<file path="src/rtl/nn_pkg.sv">
// Shared definitions for the layer scheduler: state encoding, default
// layer geometry and the index-width helper.
package nn_pkg;

   typedef enum logic [2:0] {
      S_IDLE    = 3'd0,
      S_LOAD    = 3'd1,
      S_RUN     = 3'd2,
      S_STORE   = 3'd3,
      S_RELEASE = 3'd4,
      S_DONE    = 3'd5
   } state_t;

   localparam int BITS            = 16;
   localparam int FRACTIONAL_BITS = 11;
   localparam int IN_SIZE         = 50;
   localparam int NUM_NODES       = 10;

   // Width of an index into n items; never narrower than one bit.
   function automatic int idx_width(input int n);
      return (n <= 1) ? 1 : $clog2(n);
   endfunction

endpackage

</file>
<file path="src/rtl/layer_scheduler_argmax_tracker.sv">
// Running signed maximum and its index. A clear restarts tracking; an
// update with first=1 always captures, otherwise only a strictly greater
// value captures, so ties keep the earliest index.
module argmax_tracker #(
   parameter int bits  = 16,
   parameter int idx_w = 4
) (
   input  logic                    clock,
   input  logic                    reset_n,
   input  logic                    clear,
   input  logic                    update,
   input  logic                    first,
   input  logic signed [bits-1:0]  value,
   input  logic [idx_w-1:0]        index,
   output logic [idx_w-1:0]        max_idx
);

   logic signed [bits-1:0] max_q, max_d;
   logic [idx_w-1:0]       idx_q, idx_d;

   // Next max/index: clear wins, then a qualifying update.
   always_comb begin
      max_d = max_q;
      idx_d = idx_q;
      if (clear) begin
         max_d = '0;
         idx_d = '0;
      end else if (update && (first || (value > max_q))) begin
         max_d = value;
         idx_d = index;
      end
   end

   // Tracker registers.
   always_ff @(posedge clock or negedge reset_n) begin
      if (!reset_n) begin
         max_q <= '0;
         idx_q <= '0;
      end else begin
         max_q <= max_d;
         idx_q <= idx_d;
      end
   end

   assign max_idx = idx_q;

endmodule

</file>
<file path="src/rtl/layer_scheduler.sv">
// Sequences num_nodes neurons through one shared node: LOAD gives the
// weight/bias memories a cycle, RUN holds node_start until node_ready,
// STORE captures the result, RELEASE waits for the node to re-arm.
//
// Handshake with the shared node: node_start is a registered level held
// high only in RUN; the node raises node_ready when node_out is valid and
// must lower it after node_start drops. node_ready is sampled only in RUN
// (to capture) and RELEASE (to wait for re-arm); it is ignored elsewhere.
module layer_scheduler
   import nn_pkg::*;
#(
   parameter int bits            = BITS,
   parameter int fractional_bits = FRACTIONAL_BITS,
   parameter int in_size         = IN_SIZE,
   parameter int num_nodes       = NUM_NODES
) (
   input  logic                                    clock,
   input  logic                                    reset_n,
   input  logic                                    start,
   output logic                                    busy,
   output logic                                    done,
   output logic [idx_width(num_nodes)-1:0]         node_sel,
   output logic [idx_width(num_nodes*in_size)-1:0] weight_base,
   output logic                                    node_start,
   input  logic                                    node_ready,
   input  logic signed [bits-1:0]                  node_out,
   output logic [num_nodes*bits-1:0]               results,
   output logic [idx_width(num_nodes)-1:0]         class_idx,
   output logic [2:0]                              state_dbg
);

   localparam int SW = idx_width(num_nodes);
   localparam int WW = idx_width(num_nodes*in_size);
   localparam logic [SW-1:0] LAST   = SW'(num_nodes - 1);
   localparam logic [WW-1:0] STRIDE = WW'(in_size);

   state_t                 state_q, state_d;
   logic [SW-1:0]          node_sel_q, node_sel_d;
   logic [WW-1:0]          weight_base_q, weight_base_d;
   logic signed [bits-1:0] results_q [num_nodes];
   logic signed [bits-1:0] results_d [num_nodes];
   logic                   node_start_q, node_start_d;
   logic                   busy_q, busy_d;
   logic                   done_q, done_d;
   logic                   trk_clear, trk_update;

   // Next-state, datapath updates and registered-output decode.
   always_comb begin
      state_d       = state_q;
      node_sel_d    = node_sel_q;
      weight_base_d = weight_base_q;
      results_d     = results_q;
      trk_clear     = 1'b0;
      trk_update    = 1'b0;
      case (state_q)
         S_IDLE: begin
            if (start) begin
               node_sel_d    = '0;
               weight_base_d = '0;
               trk_clear     = 1'b1;
               state_d       = S_LOAD;
            end
         end
         S_LOAD:  state_d = S_RUN;
         S_RUN: begin
            if (node_ready) state_d = S_STORE;
         end
         S_STORE: begin
            results_d[node_sel_q] = node_out;
            trk_update            = 1'b1;
            state_d               = S_RELEASE;
         end
         S_RELEASE: begin
            if (!node_ready) begin
               if (node_sel_q == LAST) begin
                  state_d = S_DONE;
               end else begin
                  node_sel_d    = node_sel_q + 1'b1;
                  weight_base_d = weight_base_q + STRIDE;
                  state_d       = S_LOAD;
               end
            end
         end
         S_DONE:  state_d = S_IDLE;
         default: state_d = S_IDLE;
      endcase
      // Outputs are decoded from the next state and registered, so they
      // come straight from flops and cannot glitch.
      node_start_d = (state_d == S_RUN);
      busy_d       = (state_d != S_IDLE) && (state_d != S_DONE);
      done_d       = (state_d == S_DONE);
   end

   // Scheduler registers.
   always_ff @(posedge clock or negedge reset_n) begin
      if (!reset_n) begin
         state_q       <= S_IDLE;
         node_sel_q    <= '0;
         weight_base_q <= '0;
         node_start_q  <= 1'b0;
         busy_q        <= 1'b0;
         done_q        <= 1'b0;
         for (int i = 0; i < num_nodes; i++) results_q[i] <= '0;
      end else begin
         state_q       <= state_d;
         node_sel_q    <= node_sel_d;
         weight_base_q <= weight_base_d;
         node_start_q  <= node_start_d;
         busy_q        <= busy_d;
         done_q        <= done_d;
         results_q     <= results_d;
      end
   end

   argmax_tracker #(.bits(bits), .idx_w(SW)) u_argmax (
      .clock   (clock),
      .reset_n (reset_n),
      .clear   (trk_clear),
      .update  (trk_update),
      .first   (node_sel_q == '0),
      .value   (node_out),
      .index   (node_sel_q),
      .max_idx (class_idx)
   );

   // Flatten the per-neuron results onto the output bus.
   always_comb begin
      results = '0;
      for (int i = 0; i < num_nodes; i++) results[i*bits +: bits] = results_q[i];
   end

   assign node_sel    = node_sel_q;
   assign weight_base = weight_base_q;
   assign node_start  = node_start_q;
   assign busy        = busy_q;
   assign done        = done_q;
   assign state_dbg   = state_q;

endmodule

</file>
<file path="config.mk">
export PLATFORM = sky130hd
export DESIGN_NAME = layer_scheduler
export DESIGN_NICKNAME = d
export VERILOG_FILES = /design/src/rtl/nn_pkg.sv /design/src/rtl/layer_scheduler_argmax_tracker.sv /design/src/rtl/layer_scheduler.sv
export SDC_FILE = /design/constraint.sdc
export NUM_CORES = 1
export LEC_CHECK = 0
export BUFFER_PORTS_ARGS = -buffer_cell sky130_fd_sc_hd__buf_2
export CORE_ASPECT_RATIO = 1.1
export CORE_MARGIN = 4
export CORE_UTILIZATION = 54
export CTS_CLUSTER_SIZE = 8
export DETAILED_ROUTE_END_ITERATION = 7
export PLACE_DENSITY = 0.8
export SYNTH_ARGS = -nofsm -noshare
export SYNTH_HDL_FRONTEND = slang
export SYNTH_HIERARCHICAL = 1
export SYNTH_SLANG_ARGS = --single-unit
export TNS_END_PERCENT = 100
</file>
<file path="constraint.sdc">
create_clock -name clock -period 3 [get_ports clock]
set_input_delay 0.6 -clock clock [delete_from_list [all_inputs] [get_ports clock]]
set_output_delay 0.6 -clock clock [all_outputs]
set_load 0.01 [all_outputs]
</file>
* Word-level counts from Yosys, hierarchy flattened
Cells that the tools add are included.
W data, S select, Z words.
** Storage, ports and cells
- Register bits :: 199
- Bits of input ports :: 20
- Word-level logic and storage cells :: 68
- Output and inout bits :: 183
** Cells by class
- Reductions and logical operators :: 10
- Order comparisons :: 3
- Bitwise operators :: 1
- Multiplexer cells :: 23
- Equal/unequal tests :: 11
- $add $sub $neg :: 2
** Operators with widths (count)
- $bwmux W160 :: 1
- $demux W16 S4 :: 1
- $mux W16 :: 3
- $mux W9 :: 3
- $mux W4 :: 5
- $pmux W9 S2 :: 1
- $gt A16 B16 Y1 :: 1
- $pmux W3 S5 :: 1
- $mux W3 :: 4
- $add A9 B6 Y9 const B :: 1
- $eq A3 B2 Y1 const B :: 3
- $pmux W4 S2 :: 1
- $eq A3 B3 Y1 const B :: 2
- $ne A2 B2 Y1 const B :: 3
- $ge A5 B5 Y1 const B :: 1
- $lt A5 B1 Y1 const B :: 1
- $not A4 Y5 :: 1
- $add A4 B1 Y4 const B :: 1
- $eq A4 B4 Y1 const B :: 1
- $logic_not A4 Y1 :: 1
- $reduce_and A4 Y1 :: 1
- $reduce_bool A2 Y1 :: 2
- $eq A3 B1 Y1 const B :: 1
- $logic_and A1 B1 Y1 :: 3
- other kinds (5) :: 7

* Logic depth before layout (Yosys ltp)
- Word-level depth :: 6
- Gate-level depth with buffers :: 9
- Depth with buffers taken out :: 8

* Hierarchy
Netlist, hierarchy kept.
** By module, submodules not included
- layer_scheduler :: sequential area each 4454.3 um2, area an instance 7135.6 um2, times used 1, cells an instance 462
- argmax_tracker :: sequential area each 500.5 um2, area an instance 1437.6 um2, times used 1, cells an instance 149

* Worst setup path before layout
Ideal clock, no wire load.
- Path kind :: input-to-reg
- From :: input node_out[15]
- To :: register u_argmax.idx_q[0] (netlist: u_argmax/max_idx[0])
- Arrival time :: 2.419 ns
- Library setup time :: 0.079 ns
- Cell stages on the path :: 8
- Buffers on the path :: 1
- Path slack :: 0.502 ns
- Data required time :: 2.921 ns
- Cell sequence :: ha_1 nand4_2 or4_4 o211ai_1 nand2_1 mux2i_1 buf_6 mux2i_1
** Between the ends
- Cells in the longest elaborated chain, start to end :: 4
** Ends and longest elaborated chain
- start: declaration :: line layer_scheduler.sv:26 : input logic signed [bits-1:0] node_out,
- $gt A16 B16 Y1 :: line layer_scheduler_argmax_tracker.sv:28 : end else if (update && (first || (value > max_q))) begin
- $logic_or A1 B1 Y1 :: line layer_scheduler_argmax_tracker.sv:28
- $logic_and A1 B1 Y1 :: line layer_scheduler_argmax_tracker.sv:28
- $reduce_bool A2 Y1 (no line)
- end signal: assignment :: line layer_scheduler_argmax_tracker.sv:41 : idx_q <= idx_d;
- end: declaration :: line layer_scheduler_argmax_tracker.sv:19 : logic [idx_w-1:0] idx_q, idx_d;
No other way between the ends.
A chain may end at the register's enable or synchronous reset.

* Final worst setup path
- From :: register u_argmax.max_q[15]
- To :: register u_argmax.max_q[6]
** Between the ends
- Cells in the longest elaborated chain, start to end :: 4
** Ends and longest elaborated chain
- start: declaration :: line layer_scheduler_argmax_tracker.sv:18 : logic signed [bits-1:0] max_q, max_d;
- start signal: assignment :: line layer_scheduler_argmax_tracker.sv:40 : max_q <= max_d;
- $gt A16 B16 Y1 :: line layer_scheduler_argmax_tracker.sv:28
- $logic_or A1 B1 Y1 :: line layer_scheduler_argmax_tracker.sv:28
- $logic_and A1 B1 Y1 :: line layer_scheduler_argmax_tracker.sv:28
- $reduce_bool A2 Y1 (no line)
No other way between the ends.

==> flow_summary.yaml <==
timing:
  finClkSkew_ns: 0.00811
  period_needed_ns: 2.61
  setup_tns_ns: 0
  grt_setup_unrepaired: "false"
  slew_violations: 0
  slew_headroom_pct: 50.3
  period_share_pct: 86.9
  max_freq_mhz: 384
  hold_violations: 0
  tightest_slew_ns: 0.745
  finalSetupViolCount: 0
yosys:
  syn-num-nets: 652
  synth_ff_type: "dfrtp_1"
  yosys.area.top_type: "dfrtp_1"
  synth_adder_area_share_pct: 3.06
  synthMuxAreaShare_pct: 23.5
  synth_cell_type_count: 51
  synth_xor_area_share_pct: 0.715
  synth_edf_count: 0
  synthesis.area_um2: 8570
  syn_inst: 611
  ys_async_sr_fraction_pct: 100
  synth_top_family_by_area: "multiplexers"
  synth_compound_area_share_pct: 2.70
  yosys.area_share.simple_pct: 8.38
  ys_seq_area_share_pct: 57.8
  synth_seq_cells: 198
  synthTopCellsByCount: "dfrtp_1, mux2_2, nand2b_1"
  yosys_warnings: 6
  synth_top_area_share_pct: 57.8
  syn-mean-instance-area_um2: 14.0
  synth_area_leaders: "dfrtp_1, mux2_2, ha_1"
  yosysMostFrequentCell: "dfrtp_1"
worst_setup_path:
  required_ns: 3.34
  r2r-start: "u_argmax/max_q[15]"
  crit_family: "simple AND/OR/NAND/NOR gates"
  crit_type: "flip-flop to flip-flop"
  critPathCaptureType: "flip-flop"
  r2r_cells: 9
  crit_chain: "inv_1 > ha_1 > nand4_2 > or4_4 > o211ai_1 > nand2_1 > mux2i_2 > buf_12 > mux2i_1"
  path_buf_inv: 2
  worstPathArrival_ns: 2.95
  slowest_delay_ns: 0.57
  r2r_slack_ns: 0.39
  slowest_stage: "or4_4"
  reg2reg_to: "u_argmax/max_q[6]"
  worst-path-max-fanout: 19
  start_kind: "flip-flop"
cts:
  root_buffer: "clkbuf_16"
  cts_buffer_depth: 2
  cts_resized: 0
  worst_skew_pair.late_latency_ns: 0.44
  cts_buffers: 17
  htreeDepth: 4
  cts_tree: "built"
  clock-sinks: 198
  clkTransAtPathRegs_ns: 0.07
  postCtsSetupRepairBufs: 0
  cts_hold_buf: 0
global_routing:
  grt_max_degree: 86
  grt_pass1_wl_um: 33200
  track_usage_pct: 23.9
  antenna_found_initial: 0
  overflow: 0
  first_global_vias: 5980
floorplan:
  die_h_um: 140
  core_area_um2: 15600
  die-area_um2: 18000
  num_rows: 48
  initial_core_util_pct: 54.9
  dieWidth_um: 128
  io_pins: 203
place:
  place_inst: 990
  hpwl_um: 14800
  portBuffers: 201
  place_area_um2: 9810
  routabilityCongestion: 0.845
final_layout:
  antennaDiodeCount: 0
  final_area_um2: 10400
  fin_nets: 850
  seq_area_um2: 4950
  drive_gt1_share_pct: 52.4
  multiInputGateArea_um2: 3330
  syn_to_final_growth_pct: 20.8
  final_cells: 1022
  fill_cells: 1132
pwr:
  p_sw_mw: 2.83
  p_clk_share_pct: 25.2
  combPwrFrac_pct: 30.6
  p_seq_share_pct: 44.3
  p_total_mw: 8.46
  p_sw_share_pct: 33.4
  p_leak_nw: 5.46
  powerDensity_nw_per_um2: 817
  ir_drop_uv: 500
  power.internal_mw: 5.63
routing:
  dr.pass1.iters: 5
  routed_wl_um: 20700
  dr.first_iter.drc_count: 277
  route.detailed.drc: 0
  wire_per_inst_um: 20.3
  via_count: 5698
  via_per_inst: 5.58
  antenna_left: 0
min_path:
  min_path_type: "input port to asynchronous set/reset pin"
run_status:
  status: "finished clean"
job:
  cap_viol_max_count: 0
[stage by stage]
stage | hold WS [ns] | util, % | setup slack, ns
after floorplan | 0.304 | - | 0.502
after global placement | 0.456 | 62.8 | 0.212
after detailed placement | 0.465 | 62.8 | 0.101
after CTS | 0.239 | 66.3 | 0.376
after global routing | 0.277 | 66.3 | 0.243
final | 0.214 | 66.3 | 0.393
[metal layers]
layer,GRT usage [%],up-vias,part of all wire [%]
met5,0,-,0
met2,38.6,219,49
met3,6.67,35,7.7
li1,-,2523,-
met4,7.60,0,2.0
met1,31.4,2921,42
[final cells by class]
cell class / count / share of cell area, %
sequential: 198 / 47.8
multi-input combinational: 351 / 32.1
timing repair buffer: 221 / 11.6
clock buffer: 18 / 4.14
tap: 200 / 2.42
clock inverter: 14 / 1.15
inverter: 20 / 0.725
[power groups by stage]
stage / Clock, mW / Combinational [mW] / Sequential [mW]
after floorplan: 0 / 1.49 / 3.89
after global placement: 0 / 2.50 / 3.74
after detailed placement: 0 / 2.61 / 3.79
after CTS: 2.18 / 2.62 / 3.74
after global routing: 2.30 / 2.83 / 3.83
final: 2.13 / 2.59 / 3.74
[worst reg2reg max path, cell delays in order (launching register included)]
cell and delay [ns]:
dfrtp_1 0.37, inv_1 0.06, ha_1 0.33, nand4_2 0.17
or4_4 0.57, o211ai_1 0.21, nand2_1 0.10, mux2i_2 0.27
buf_12 0.23, mux2i_1 0.23
[placed cells by master (no fill, tap or decap), drive strengths merged, types with 6 or more instances in the layout]
cell and instances:
buf 220, dfrtp 198, mux2 160, nand2b 40, inv 25, ha 21
mux2i 21, clkbuf 19, nor2 15, nand2 14, o21ai 10, a21oi 8
nor3b 6
[state kept, by name (all words and copies together), names as in the netlist]
| name | count |
|---|---|
| done | 1 |
| u_argmax/max_q | 16 |
| results | 160 |
| state_dbg | 3 |
| node_start | 1 |
| busy | 1 |
| weight_base | 8 |
| u_argmax/max_idx | 4 |
| node_sel | 4 |
[worst max path at each step]
stage | depth (start not counted) | endpoint | from
floorplan | 8 | u_argmax/max_idx[0] | node_out[15]
global placement | 9 | u_argmax/max_q[5] | node_out[15]
detailed placement | 9 | u_argmax/max_q[12] | node_out[15]
CTS | 9 | u_argmax/max_q[12] | u_argmax/max_q[15]
global route | 9 | u_argmax/max_q[10] | u_argmax/max_q[15]
finish | 9 | u_argmax/max_q[6] | u_argmax/max_q[15]
[logic make-up (layout without fill, tap and decap cells)]
kind of cell               count (synthesis)  count (layout)
xor gates and xnor gates                   7               7
AOI/OAI and AO/OA                         34              34
other                                      1               1
muxes                                    181             181
buffers and inverters                     62             273
DFF                                      198             198
adders and majority gates                 21              21
and+or+nand+nor                          107             107
No activity file was read; power rests on OpenSTA's default activity.
